[src/rtl/mul_div_if.sv]
// mul_div_if: command/result bundle between the control unit and the multiply/divide unit.
interface mul_div_if #(
    parameter int unsigned WIDTH = 32
) ();

    logic             start;
    logic [1:0]       op;
    logic [WIDTH-1:0] operandA;
    logic [WIDTH-1:0] operandB;
    logic             hiWrite;
    logic             loWrite;
    logic [WIDTH-1:0] writeData;
    logic             busy;
    logic             done;
    logic             divByZero;
    logic [WIDTH-1:0] hi;
    logic [WIDTH-1:0] lo;

    modport master (
        output start, op, operandA, operandB, hiWrite, loWrite, writeData,
        input  busy, done, divByZero, hi, lo
    );

    modport slave (
        input  start, op, operandA, operandB, hiWrite, loWrite, writeData,
        output busy, done, divByZero, hi, lo
    );

endinterface

[src/rtl/mul_div_unit.sv]
// mul_div_unit: iterative MULT/MULTU/DIV/DIVU engine with HI/LO result registers.
// Signed operations run on magnitudes; the sign is restored when the result is committed.
module mul_div_unit #(
    parameter int unsigned WIDTH = 32
) (
    input  logic     clk,
    input  logic     reset,
    mul_div_if.slave bus
);

    localparam int unsigned CntW = $clog2(WIDTH + 1);

    typedef enum logic [1:0] {StIdle, StRun, StDone} state_e;

    state_e             r_state;
    logic               r_is_div;
    logic [WIDTH-1:0]   r_opnd;    // mult: |multiplicand|, div: |divisor|
    logic [2*WIDTH-1:0] r_acc;     // mult: {partial, multiplier}, div: {remainder, dividend/quotient}
    logic [CntW-1:0]    r_cnt;
    logic               r_neg_lo;  // negate product / quotient at commit
    logic               r_neg_hi;  // negate remainder at commit
    logic               r_busy;
    logic               r_done;
    logic               r_div0;
    logic [WIDTH-1:0]   r_hi;
    logic [WIDTH-1:0]   r_lo;

    logic               w_accept;
    logic               w_last;
    logic               w_a_neg;
    logic               w_b_neg;
    logic               w_ge;
    logic [WIDTH-1:0]   w_abs_a;
    logic [WIDTH-1:0]   w_abs_b;
    logic [WIDTH-1:0]   w_sub;
    logic [WIDTH-1:0]   w_quot;
    logic [WIDTH-1:0]   w_rem;
    logic [WIDTH:0]     w_mul_sum;
    logic [WIDTH:0]     w_rem_sh;
    logic [2*WIDTH-1:0] w_mul_next;
    logic [2*WIDTH-1:0] w_div_next;
    logic [2*WIDTH-1:0] w_prod;

    // Operand conditioning, one step of each algorithm, and sign-corrected results
    always_comb begin
        w_accept   = bus.start && (r_state == StIdle) && !r_busy;
        w_last     = (r_cnt == CntW'(WIDTH - 1));
        w_a_neg    = !bus.op[0] && bus.operandA[WIDTH-1];
        w_b_neg    = !bus.op[0] && bus.operandB[WIDTH-1];
        w_abs_a    = w_a_neg ? -bus.operandA : bus.operandA;
        w_abs_b    = w_b_neg ? -bus.operandB : bus.operandB;
        // Shift-add: add multiplicand when the multiplier LSB is set, then shift right
        w_mul_sum  = {1'b0, r_acc[2*WIDTH-1:WIDTH]}
                   + (r_acc[0] ? {1'b0, r_opnd} : {(WIDTH + 1){1'b0}});
        w_mul_next = {w_mul_sum, r_acc[WIDTH-1:1]};
        // Restoring divide: shift next dividend bit into the remainder, subtract if it fits
        w_rem_sh   = r_acc[2*WIDTH-1:WIDTH-1];
        w_ge       = (w_rem_sh >= {1'b0, r_opnd});
        w_sub      = w_rem_sh[WIDTH-1:0] - r_opnd;
        w_div_next = {(w_ge ? w_sub : w_rem_sh[WIDTH-1:0]), r_acc[WIDTH-2:0], w_ge};
        w_prod     = r_neg_lo ? -r_acc : r_acc;
        // A zero divisor leaves the dividend in the remainder; the quotient is forced to all ones
        w_quot     = (r_opnd == {WIDTH{1'b0}}) ? {WIDTH{1'b1}}
                   : (r_neg_lo ? -r_acc[WIDTH-1:0] : r_acc[WIDTH-1:0]);
        w_rem      = r_neg_hi ? -r_acc[2*WIDTH-1:WIDTH] : r_acc[2*WIDTH-1:WIDTH];
    end

    // Control FSM, iteration datapath and HI/LO registers
    always_ff @(posedge clk) begin
        if (reset) begin
            r_state  <= StIdle;
            r_is_div <= 1'b0;
            r_opnd   <= '0;
            r_acc    <= '0;
            r_cnt    <= '0;
            r_neg_lo <= 1'b0;
            r_neg_hi <= 1'b0;
            r_busy   <= 1'b0;
            r_done   <= 1'b0;
            r_div0   <= 1'b0;
            r_hi     <= '0;
            r_lo     <= '0;
        end else begin
            r_busy <= (r_state != StIdle);
            r_done <= 1'b0;
            if (!r_busy) begin
                if (bus.hiWrite) r_hi <= bus.writeData;
                if (bus.loWrite) r_lo <= bus.writeData;
            end
            case (r_state)
                StIdle: begin
                    if (w_accept) begin
                        r_state  <= StRun;
                        r_is_div <= bus.op[1];
                        r_cnt    <= '0;
                        r_div0   <= 1'b0;
                        r_neg_lo <= w_a_neg ^ w_b_neg;
                        r_neg_hi <= w_a_neg;
                        if (bus.op[1]) begin
                            r_opnd <= w_abs_b;
                            r_acc  <= {{WIDTH{1'b0}}, w_abs_a};
                        end else begin
                            r_opnd <= w_abs_a;
                            r_acc  <= {{WIDTH{1'b0}}, w_abs_b};
                        end
                    end
                end
                StRun: begin
                    r_acc <= r_is_div ? w_div_next : w_mul_next;
                    r_cnt <= r_cnt + CntW'(1);
                    if (w_last) r_state <= StDone;
                end
                StDone: begin
                    r_state <= StIdle;
                    r_done  <= 1'b1;
                    if (r_is_div) begin
                        r_hi   <= w_rem;
                        r_lo   <= w_quot;
                        r_div0 <= (r_opnd == {WIDTH{1'b0}});
                    end else begin
                        r_hi <= w_prod[2*WIDTH-1:WIDTH];
                        r_lo <= w_prod[WIDTH-1:0];
                    end
                end
                default: r_state <= StIdle;
            endcase
        end
    end

    assign bus.busy      = r_busy;
    assign bus.done      = r_done;
    assign bus.divByZero = r_div0;
    assign bus.hi        = r_hi;
    assign bus.lo        = r_lo;

endmodule

[src/flat_wrapper.sv]
// flat-port wrapper written by rule: the top's interface ports become plain ports
module mul_div_unit_flat 
#(
    parameter int unsigned WIDTH = 32
)
  (clk, reset, bus_start, bus_op, bus_operandA, bus_operandB, bus_hiWrite, bus_loWrite, bus_writeData, bus_busy, bus_done, bus_divByZero, bus_hi, bus_lo);
  mul_div_if #(.WIDTH(WIDTH)) bus_i ();
  input  logic clk;
  input  logic reset;
  input wire logic [$bits(bus_i.start)-1:0] bus_start;
  input wire logic [$bits(bus_i.op)-1:0] bus_op;
  input wire logic [$bits(bus_i.operandA)-1:0] bus_operandA;
  input wire logic [$bits(bus_i.operandB)-1:0] bus_operandB;
  input wire logic [$bits(bus_i.hiWrite)-1:0] bus_hiWrite;
  input wire logic [$bits(bus_i.loWrite)-1:0] bus_loWrite;
  input wire logic [$bits(bus_i.writeData)-1:0] bus_writeData;
  output wire logic [$bits(bus_i.busy)-1:0] bus_busy;
  output wire logic [$bits(bus_i.done)-1:0] bus_done;
  output wire logic [$bits(bus_i.divByZero)-1:0] bus_divByZero;
  output wire logic [$bits(bus_i.hi)-1:0] bus_hi;
  output wire logic [$bits(bus_i.lo)-1:0] bus_lo;
  assign bus_i.start = bus_start;
  assign bus_i.op = bus_op;
  assign bus_i.operandA = bus_operandA;
  assign bus_i.operandB = bus_operandB;
  assign bus_i.hiWrite = bus_hiWrite;
  assign bus_i.loWrite = bus_loWrite;
  assign bus_i.writeData = bus_writeData;
  assign bus_busy = bus_i.busy;
  assign bus_done = bus_i.done;
  assign bus_divByZero = bus_i.divByZero;
  assign bus_hi = bus_i.hi;
  assign bus_lo = bus_i.lo;
  mul_div_unit #(.WIDTH(WIDTH)) u_core (.clk(clk), .reset(reset), .bus(bus_i));
endmodule
[config.mk]
export PLATFORM = sky130hd
export DESIGN_NAME = mul_div_unit_flat
export DESIGN_NICKNAME = d
export VERILOG_FILES = /design/src/rtl/mul_div_if.sv /design/src/rtl/mul_div_unit.sv /design/src/flat_wrapper.sv
export SDC_FILE = /design/constraint.sdc
export NUM_CORES = 1
export LEC_CHECK = 0
export ABC_CLOCK_PERIOD_IN_PS = 3800
export CORE_UTILIZATION = 55
export CTS_BUF_LIST = sky130_fd_sc_hd__clkbuf_16
export DETAILED_ROUTE_END_ITERATION = 6
export PLACE_DENSITY = 0.79
export SLEW_MARGIN = 10
export SYNTH_ARGS = -nofsm -noshare
export SYNTH_HDL_FRONTEND = slang
export SYNTH_SLANG_ARGS = --single-unit
[constraint.sdc]
create_clock -name clk -period 3.8 [get_ports clk]
set_clock_uncertainty 0.2 [all_clocks]
set_input_delay 0.57 -clock clk [delete_from_list [all_inputs] [get_ports clk]]
set_output_delay 0.57 -clock clk [all_outputs]
set_load 0.005 [all_outputs]
**Word level (Yosys, flattened, before mapping)**

Index checks and enable logic that the tools add are counted.
W data, S select, Z words.

- Bits in registers: 174
- Bits of input ports: 103
- Word-level logic and storage cells: 78
- Output and inout bits: 67

- Reduce and logical (&&, ||, !) cells: 19
- $add $sub $neg: 8
- Muxes and demuxes: 30
- Equal/unequal tests: 7
- Bitwise logic cells: 1
- $lt $le $gt $ge: 1

Operator list:

| cell | count |
|---|---|
| $mux W32 | 17 |
| $mux W64 | 3 |
| $neg A32 Y32 | 4 |
| $pmux W64 S2 | 1 |
| $neg A64 Y64 | 1 |
| $add A32 B33 Y33 | 1 |
| $ge A33 B32 Y1 | 1 |
| $logic_not A32 Y1 | 1 |
| $sub A32 B32 Y32 | 1 |
| $pmux W6 S2 | 1 |
| $reduce_and A2 Y1 | 5 |
| $reduce_bool A2 Y1 | 5 |
| $add A6 B1 Y6 const B | 1 |
| $eq A6 B5 Y1 const B | 1 |
| $mux W6 | 1 |
| $ne A2 B1 Y1 const B | 3 |
| $logic_and A1 B1 Y1 | 4 |
| $mux W2 | 2 |
| $pmux W2 S2 | 1 |
| $mux W1 | 3 |
| $reduce_and A3 Y1 | 1 |
| $eq A2 B1 Y1 const B | 1 |
| $eq A2 B2 Y1 const B | 1 |
| $logic_not A1 Y1 | 2 |
| 4 further kinds | 4 |

**Depth between registers and ports, before layout**

Gate-level depths: netlist of the first run.

- Depth in word-level cells: 6
- Depth in mapped cells: 15
- Depth with buffers taken out: 13

**Worst setup path before layout of the first run**

Ideal clock, no wire load.

- Path kind: reg-to-reg
- From: reg u_core.r_acc[0]
- To: reg u_core.r_acc[58]
- Required time: 3.514 ns
- Slack: 0.557 ns
- Clock period less this slack: 3.243 ns
- Path buffers: 2
- Stages on the path, launching flop included: 15
- Setup time: 0.086 ns
- Data arrival time: 2.957 ns
- Cell sequence: dfxtp_1 clkbuf_1 inv_1 clkbuf_1 nor2_1 ha_1 a21o_1 a211oi_1 nand4bb_1 a21oi_1 nand4_1 o2bb2ai_1 mux2_2 and3_1 a211oi_1

- Longest elaborated chain between the ends: 4

Ends and longest elaborated chain:

| element | line | RTL |
|---|---|---|
| start: declaration | mul_div_unit.sv:18 | `logic [2*WIDTH-1:0] r_acc;` |
| start signal: assignment | mul_div_unit.sv:101 | `r_acc <= {{WIDTH{1'b0}}, w_abs_a};` |
| start signal: assignment | mul_div_unit.sv:104 | `r_acc <= {{WIDTH{1'b0}}, w_abs_b};` |
| start signal: assignment | mul_div_unit.sv:109 | `r_acc <= r_is_div ? w_div_next : w_mul_next;` |
| $mux W32 | mul_div_unit.sv:54 | `+ (r_acc[0] ? {1'b0, r_opnd} : {(WIDTH + 1){1'b0}});` |
| $add A32 B33 Y33 | mul_div_unit.sv:54 |  |
| $mux W64 | mul_div_unit.sv:109 |  |
| $pmux W64 S2 | mul_div_unit.sv:90 | `case (r_state)` |

No other way between the ends.
A chain may end at the register's enable or synchronous reset.

**Worst setup path in the final report of the first run**

- From: reg u_core.r_opnd[2]
- To: reg u_core.r_acc[59]

- Longest elaborated chain between the ends: 4
- Elaborated cells between the ends (all ways): 7
- Those cells by class: add/sub (2); order compare (1); mux (4)

Ends and longest elaborated chain:

| element | line | RTL |
|---|---|---|
| start: declaration | mul_div_unit.sv:17 | `logic [WIDTH-1:0] r_opnd;` |
| start signal: assignment | mul_div_unit.sv:100 | `r_opnd <= w_abs_b;` |
| start signal: assignment | mul_div_unit.sv:103 | `r_opnd <= w_abs_a;` |
| $mux W32 (tied with other cells) | mul_div_unit.sv:54 |  |
| $add A32 B33 Y33 or $mux W32 (tied branches) | mul_div_unit.sv:54, mul_div_unit.sv:60 |  |
| $mux W64 * | mul_div_unit.sv:109 |  |
| $pmux W64 S2 * | mul_div_unit.sv:90 |  |

Mark *: on every way between the ends. The rest lies on a longest branch, timed or not.

==> results.toml, run 1 <==
[layout]
layout.nets = 2299
stdcell_count = 2473
final_core_util_pct = 68.2
drive_gt1_share_pct = 8.33
design_area_um2 = 17900
diodes = 0
fillerInstances = 2246
syn_to_final_growth_pct = 20.9

[routing]
drt_first_pass_iters = 7
drt_wl_total_mm = 55.2
vias_per_cell = 6.63
num_vias = 16400
drt_iter0_markers = 2354
drc = 25
routedWlPerCell_um = 22.3
ant_nets = 0

[sta]
slew_viol_final = 0
layout_setup_ws_ps = 98.2
tightest_slew_ps = 933
fin_crit_ps = 3700
hold_ws_ps = 277
fin_setup_tns_ps = 0
maxSlewHeadroom_pct = 37.6
fmax_mhz = 270
hold_violations = 0
fin_crit_sh_pct = 97.4
rsz0062_at_grt = "no"
setup_viol = 0

[floorplanning]
fp.dieH_um = 166
num_rows = 59
initial_utilization_pct = 56.4
dieWidth_um = 166
die_area_um2 = 27600
io_pins = 170
core_um2 = 26300

[placement]
place_ws_ps = -29.1
place_inst = 2437
gp_congestion = 1.05
io_buffers = 169
placed_cell_area_um2 = 17200
dp_hpwl_mm = 43.3

[clocking]
clock-root-buffer = "clkbuf_16"
ctsHoldBuffers = 0
path_clk_slew_ps = 80
clk_latency_ps = 450
cts_buffers = 17
clock-sinks = 174
tritoncts = "yes"
h-tree-depth = 4
clockBufferDepth = 2

[worst_setup_path]
critPathCaptureType = "flop"
cp-start-kind = "flop"
crit_arrival_ps = 3840
required_ps = 3940
crit_fanout = 5
worstSetupPathType = "reg -> reg"

[run]
cap_violations = 0

[outcome]
violations = "DRC"
status = "finished, violations left"

[pwr]
leakagePower_nw = 7.32
vdd_drop_max_uv = 262
report.power.total_mw = 6.11
powerDensity_nw_per_um2 = 341

[synthesis]
synth_ff_type = "dfxtp_1"
synth_area_um2 = 14800
synth_edf_count = 0
yosysUniqueCellTypes = 75
async_flop_share_pct = 0
yosys_warnings = 0
syn-num-nets = 2142
syn_inst = 1968
ys_ff_latch = 174
ys_seq_area_share_pct = 23.5
synth.avg_cell_area_um2 = 7.53

[worst_hold_path]
worst_hold_path_type = "reg -> reg"

[grt]
grt_overflow = 0
grt_usage_pct = 39.1
grt_max_degree = 81
grt_pass1_vias = 15046
grt_pass1_wl_mm = 84.6
antenna_found_initial = 0
[cells in the mapped netlist, types with 3 or more instances]
library cell	n	area [um2]
mux2i_1	105	1050
nor2_1	219	822
o21ai_0	113	566
xor2_1	92	806
o211ai_1	33	248
o21bai_1	5	37.5
nand3_1	29	145
a311oi_1	3	26.3
and2_1	6	37.5
o41ai_1	20	175
a221oi_1	41	359
a31oi_1	12	75.1
nand2_1	153	574
a22oi_1	16	120
nor4_1	21	131
nor3_1	34	170
dfxtp_1	174	3480
or3_1	18	113
o31a_1	4	35.0
buf_1	15	56.3
and3_1	6	37.5
a21o_1	33	248
nor2b_1	19	119
a211oi_1	93	698
mux2_2	6	67.6
o31ai_1	37	278
a21boi_0	3	22.5
o21a_1	9	67.6
a21oi_1	176	881
o22ai_1	3	18.8
clkbuf_1	121	454
nand2b_1	18	113
o221ai_1	6	52.6
nand4_1	24	150
a211o_1	11	96.3
or2_2	5	31.3
nand3b_1	8	60.1
inv_1	69	259
or4_1	12	90.1
xnor2_1	78	683
ha_1	69	863
a22o_1	4	35.0
[worst max-delay path, stage by stage, from the launching register on]
cell and delay [ps]:
dfxtp_1 370, inv_1 70, ha_1 470, a21oi_1 180
a211oi_1 560, o211ai_1 270, a211oi_1 380, nor2_1 170
o31ai_1 310, xnor2_1 200, o211ai_1 120, a32o_1 290
[what timing repair did]
| item | 4_1_cts | 5_1_grt |
|---|---|---|
| setup endpoints to repair | 0 | 9 |
| resized for setup | 0 | 3 |
| buffers inserted | 0 | 3 |
| endpoints found under the hold margin | 0 | 0 |
[final cells by class]
cell class | instances | area (um2) | share of cell area [%]
Clock inverter | 15 | 218 | 1.21
Inverter | 70 | 267 | 1.49
Sequential cell | 174 | 3490 | 19.4
Clock buffer | 17 | 425 | 2.37
Multi-Input combinational cell | 1586 | 10600 | 59.1
Tap cell | 335 | 419 | 2.34
Timing Repair Buffer | 275 | 2500 | 14.0
Timing Repair inverter | 1 | 5.00 | 0.0279
[state kept, by name (all words and copies together) (netlist names), 2 cells and up]
register	cells
u_core.bus.lo	32
u_core.bus.hi	32
u_core.r_opnd	32
u_core.r_cnt	6
u_core.r_acc	64
u_core.r_state	2
[power by group]
group,switching (mW),internal (mW)
logic,1.26,0.862
clock network,0.969,0.925
registers,0.138,1.95
[layout by cell type, fill, tap and decap left out, types with 8 or more instances in the layout]
| cell | n |
|---|---|
| nor2_1 | 218 |
| a21oi_1 | 176 |
| dfxtp_1 | 172 |
| clkdlybuf4s50_1 | 167 |
| nand2_1 | 153 |
| o21ai_0 | 113 |
| mux2i_1 | 105 |
| buf_4 | 105 |
| a211oi_1 | 93 |
| xor2_1 | 92 |
| xnor2_1 | 78 |
| ha_1 | 69 |
| inv_1 | 68 |
| a221oi_1 | 41 |
| o31ai_1 | 37 |
| nor3_1 | 33 |
| o211ai_1 | 33 |
| a21o_1 | 33 |
| nand3_1 | 29 |
| nand4_1 | 24 |
| nor4_1 | 20 |
| o41ai_1 | 20 |
| or3_1 | 18 |
| nand2b_1 | 17 |
| clkbuf_16 | 17 |
| nor2b_1 | 16 |
| a22oi_1 | 16 |
| or4_1 | 12 |
| a31oi_1 | 12 |
| a211o_1 | 11 |
| o21a_1 | 9 |
| nand3b_1 | 8 |
[worst paths after layout]
kind                             startpoint                        endpoint  slack (ps)  depth (start not counted)
max           u_core.r_opnd[2]$_SDFFE_PP0P_   u_core.r_acc[59]$_SDFFE_PP0P_         100                         11
min          u_core.r_opnd[24]$_SDFFE_PP0P_  u_core.r_opnd[24]$_SDFFE_PP0P_         280                          2
min reg2reg  u_core.r_opnd[24]$_SDFFE_PP0P_  u_core.r_opnd[24]$_SDFFE_PP0P_         280                          2
max reg2reg   u_core.r_opnd[2]$_SDFFE_PP0P_   u_core.r_acc[59]$_SDFFE_PP0P_         100                         11
[layer usage]
layer	track usage [%]	routed length (um)	vias to the layer above
li1	-	-	7557
met1	52.2	22500	7617
met2	60.1	23500	1048
met3	7.77	6440	178
met4	19.4	2770	0
met5	0	0	-
[logic make-up (layout without fill, tap and decap cells)]
family,Yosys count,count (layout),share of synthesized area [%]
multiplexers,111,111,7.55
XOR/XNOR,170,170,10.0
AO/OA/AOI/OAI,643,643,28.7
AND/OR/NAND/NOR,591,591,18.8
buffers and inverters,208,378,5.30
flip-flops,174,174,23.5
adder cells (fa/ha/maj),71,71,6.09
Note: power is estimated with default switching activity, not from simulation.
==> inputs of run 2 (changes only) <==
--- a/config.mk
+++ b/config.mk
@@ -6,10 +6,10 @@
 export NUM_CORES = 1
 export LEC_CHECK = 0
 export ABC_CLOCK_PERIOD_IN_PS = 3800
-export CORE_UTILIZATION = 55
+export CORE_UTILIZATION = 58
 export CTS_BUF_LIST = sky130_fd_sc_hd__clkbuf_16
 export DETAILED_ROUTE_END_ITERATION = 6
-export PLACE_DENSITY = 0.79
+export PLACE_DENSITY = 0.83
 export SLEW_MARGIN = 10
 export SYNTH_ARGS = -nofsm -noshare
 export SYNTH_HDL_FRONTEND = slang
==> results.toml, run 2 (synthesized netlist as in run 1, its figures left out) <==
[outcome]
status = "finished clean"

[pwr]
switching_power_mw = 2.36
vdd_drop_max_uv = 274
powerDensity_nw_per_um2 = 339
leakagePower_nw = 7.37
intPower_mw = 3.75
power.share.switching_pct = 38.6
pwr-share-clk_pct = 31.5
report.power.total_mw = 6.11
comb_power_share_pct = 34.2
pwr-share-seq_pct = 34.3

[worst_setup_path]
required_ps = 3970
crit_path_max_incr_delay_ps = 450
worstSetupPathType = "reg -> reg"
cp-start-kind = "flop"
crit_arrival_ps = 3830
slowest_stage = "dfxtp_1"
path_cells = "inv_1 -> buf_12 -> nor2_1 -> ha_1 -> o211a_1 -> a211oi_1 -> nand4bb_1 -> a21oi_1 -> nand4_1 -> buf_4 -> o2bb2ai_1 -> mux2_2 -> and3_1 -> a211oi_1"
critPathCaptureType = "flop"
path_delay_family = "compound AO/OA/AOI/OAI gates"
crit_top_cell = "a211oi_1"
cp.buffers_inverters = 3
crit_fanout = 17

[grt]
grt_max_degree = 84
grt_util_met1_pct = 56.4
gr-max-usage-layer = "met2"
grt_pass1_vias = 14827
grt_util_met2_pct = 66.2
grt_overflow = 0
antenna_found_initial = 0
met3_usage_pct = 8.38
grt_pass1_wl_mm = 84.7
grt_usage_pct = 41.7

[floorplanning]
dieWidth_um = 162
io_pins = 170
initial_utilization_pct = 59.0
num_rows = 58
die_area_um2 = 26200
fp.dieH_um = 162
core_um2 = 25100

[clocking]
path_clk_slew_ps = 90
ctsHoldBuffers = 0
clock-root-buffer = "clkbuf_16"
post_cts_resized = 0
clk_latency_ps = 460
clockBufferDepth = 2
cts_setup_buffers = 0
cts_buffers = 17
tritoncts = "yes"
clock-sinks = 174
h-tree-depth = 4

[routing]
num_vias = 16367
drc = 0
ant_nets = 0
drt_wl_total_mm = 55.6
routedWlPerCell_um = 22.4
drt_iter0_markers = 2016
drt_first_pass_iters = 7
vias_per_cell = 6.61

[sta]
slew_viol_final = 0
setup_viol = 0
hold_violations = 0
fin_setup_tns_ps = 0
hold_ws_ps = 290
tightest_slew_ps = 1210
rsz0062_at_grt = "no"
fin_crit_ps = 3660
maxSlewHeadroom_pct = 19.2
fin_crit_sh_pct = 96.4
fmax_mhz = 273

[layout]
diodes = 0
stdcell_count = 2475
layout.nets = 2306
syn_to_final_growth_pct = 21.4
design_area_um2 = 18000
drive_gt1_share_pct = 8.62
final_cell_mix = "218 x nor2_1, 175 x a21oi_1, 173 x dfxtp_1"
final_common_cell = "nor2_1"
largest_register_ffs = 64
regMostFlops = "u_core.r_acc"

[placement]
gp_congestion = 1.03
place_inst = 2443
placed_cell_area_um2 = 17300
io_buffers = 169
dp_hpwl_mm = 43.1

[run]
cap_violations = 0

[worst_hold_path]
worst_hold_path_type = "reg -> reg"
run 2: cell count changes in the layout (fill, tap and decap cells not counted), sizes merged:
cell      previous run  this run
buf                108       116
clkinv               7         6
clkinvlp             2         0
inv                 77        79
run 2: area by class of cell:
class,count,area (um2)
tap,330,413
inverter,70,263
clock inverter,15,216
clock buffer,17,425
timing repair buffer,283,2590
sequential,174,3480
multi-input combinational,1586,10600
fill,2051,7110
run 2: worst min-delay path, stage by stage, from the launching register on:
cell and delay [ps]:
dfxtp_1 330, nand2_1 60, a21oi_1 50
run 2: final timing paths:
kind	from	depth (start not counted)	endpoint	slack (ps)
max	u_core.r_acc[0]$_SDFFE_PP0P_	14	u_core.r_acc[58]$_SDFFE_PP0P_	140
min reg2reg	u_core.r_opnd[4]$_SDFFE_PP0P_	2	u_core.r_opnd[4]$_SDFFE_PP0P_	290
min	u_core.r_opnd[4]$_SDFFE_PP0P_	2	u_core.r_opnd[4]$_SDFFE_PP0P_	290
max reg2reg	u_core.r_acc[0]$_SDFFE_PP0P_	14	u_core.r_acc[58]$_SDFFE_PP0P_	140
run 2: power by group through the flow:
stage / sequential [mW] / clock (mW) / combinational, mW
after floorplan: 2.07 / 0 / 1.28
after global placement: 2.12 / 0 / 1.98
after detailed placement: 2.13 / 0 / 2.02
after CTS: 2.08 / 1.92 / 2.03
after global routing: 2.10 / 2.00 / 2.24
final: 2.09 / 1.92 / 2.09
run 2: per-stage QoR:
stage	setup slack (ps)	utilization, %
global route	20.7	71.7
global placement	60.5	69.1
finish	138	71.7
floorplan	557	-
CTS	43.7	71.6
detailed placement	27.3	69.1
run 2: routing by layer:
layer | wire length (um) | share of wire (%) | vias to the layer above
met2 | 24900 | 45 | 983
li1 | - | - | 7572
met1 | 23100 | 42 | 7685
met5 | 0 | 0 | -
met4 | 1850 | 3.3 | 0
met3 | 5770 | 10 | 127
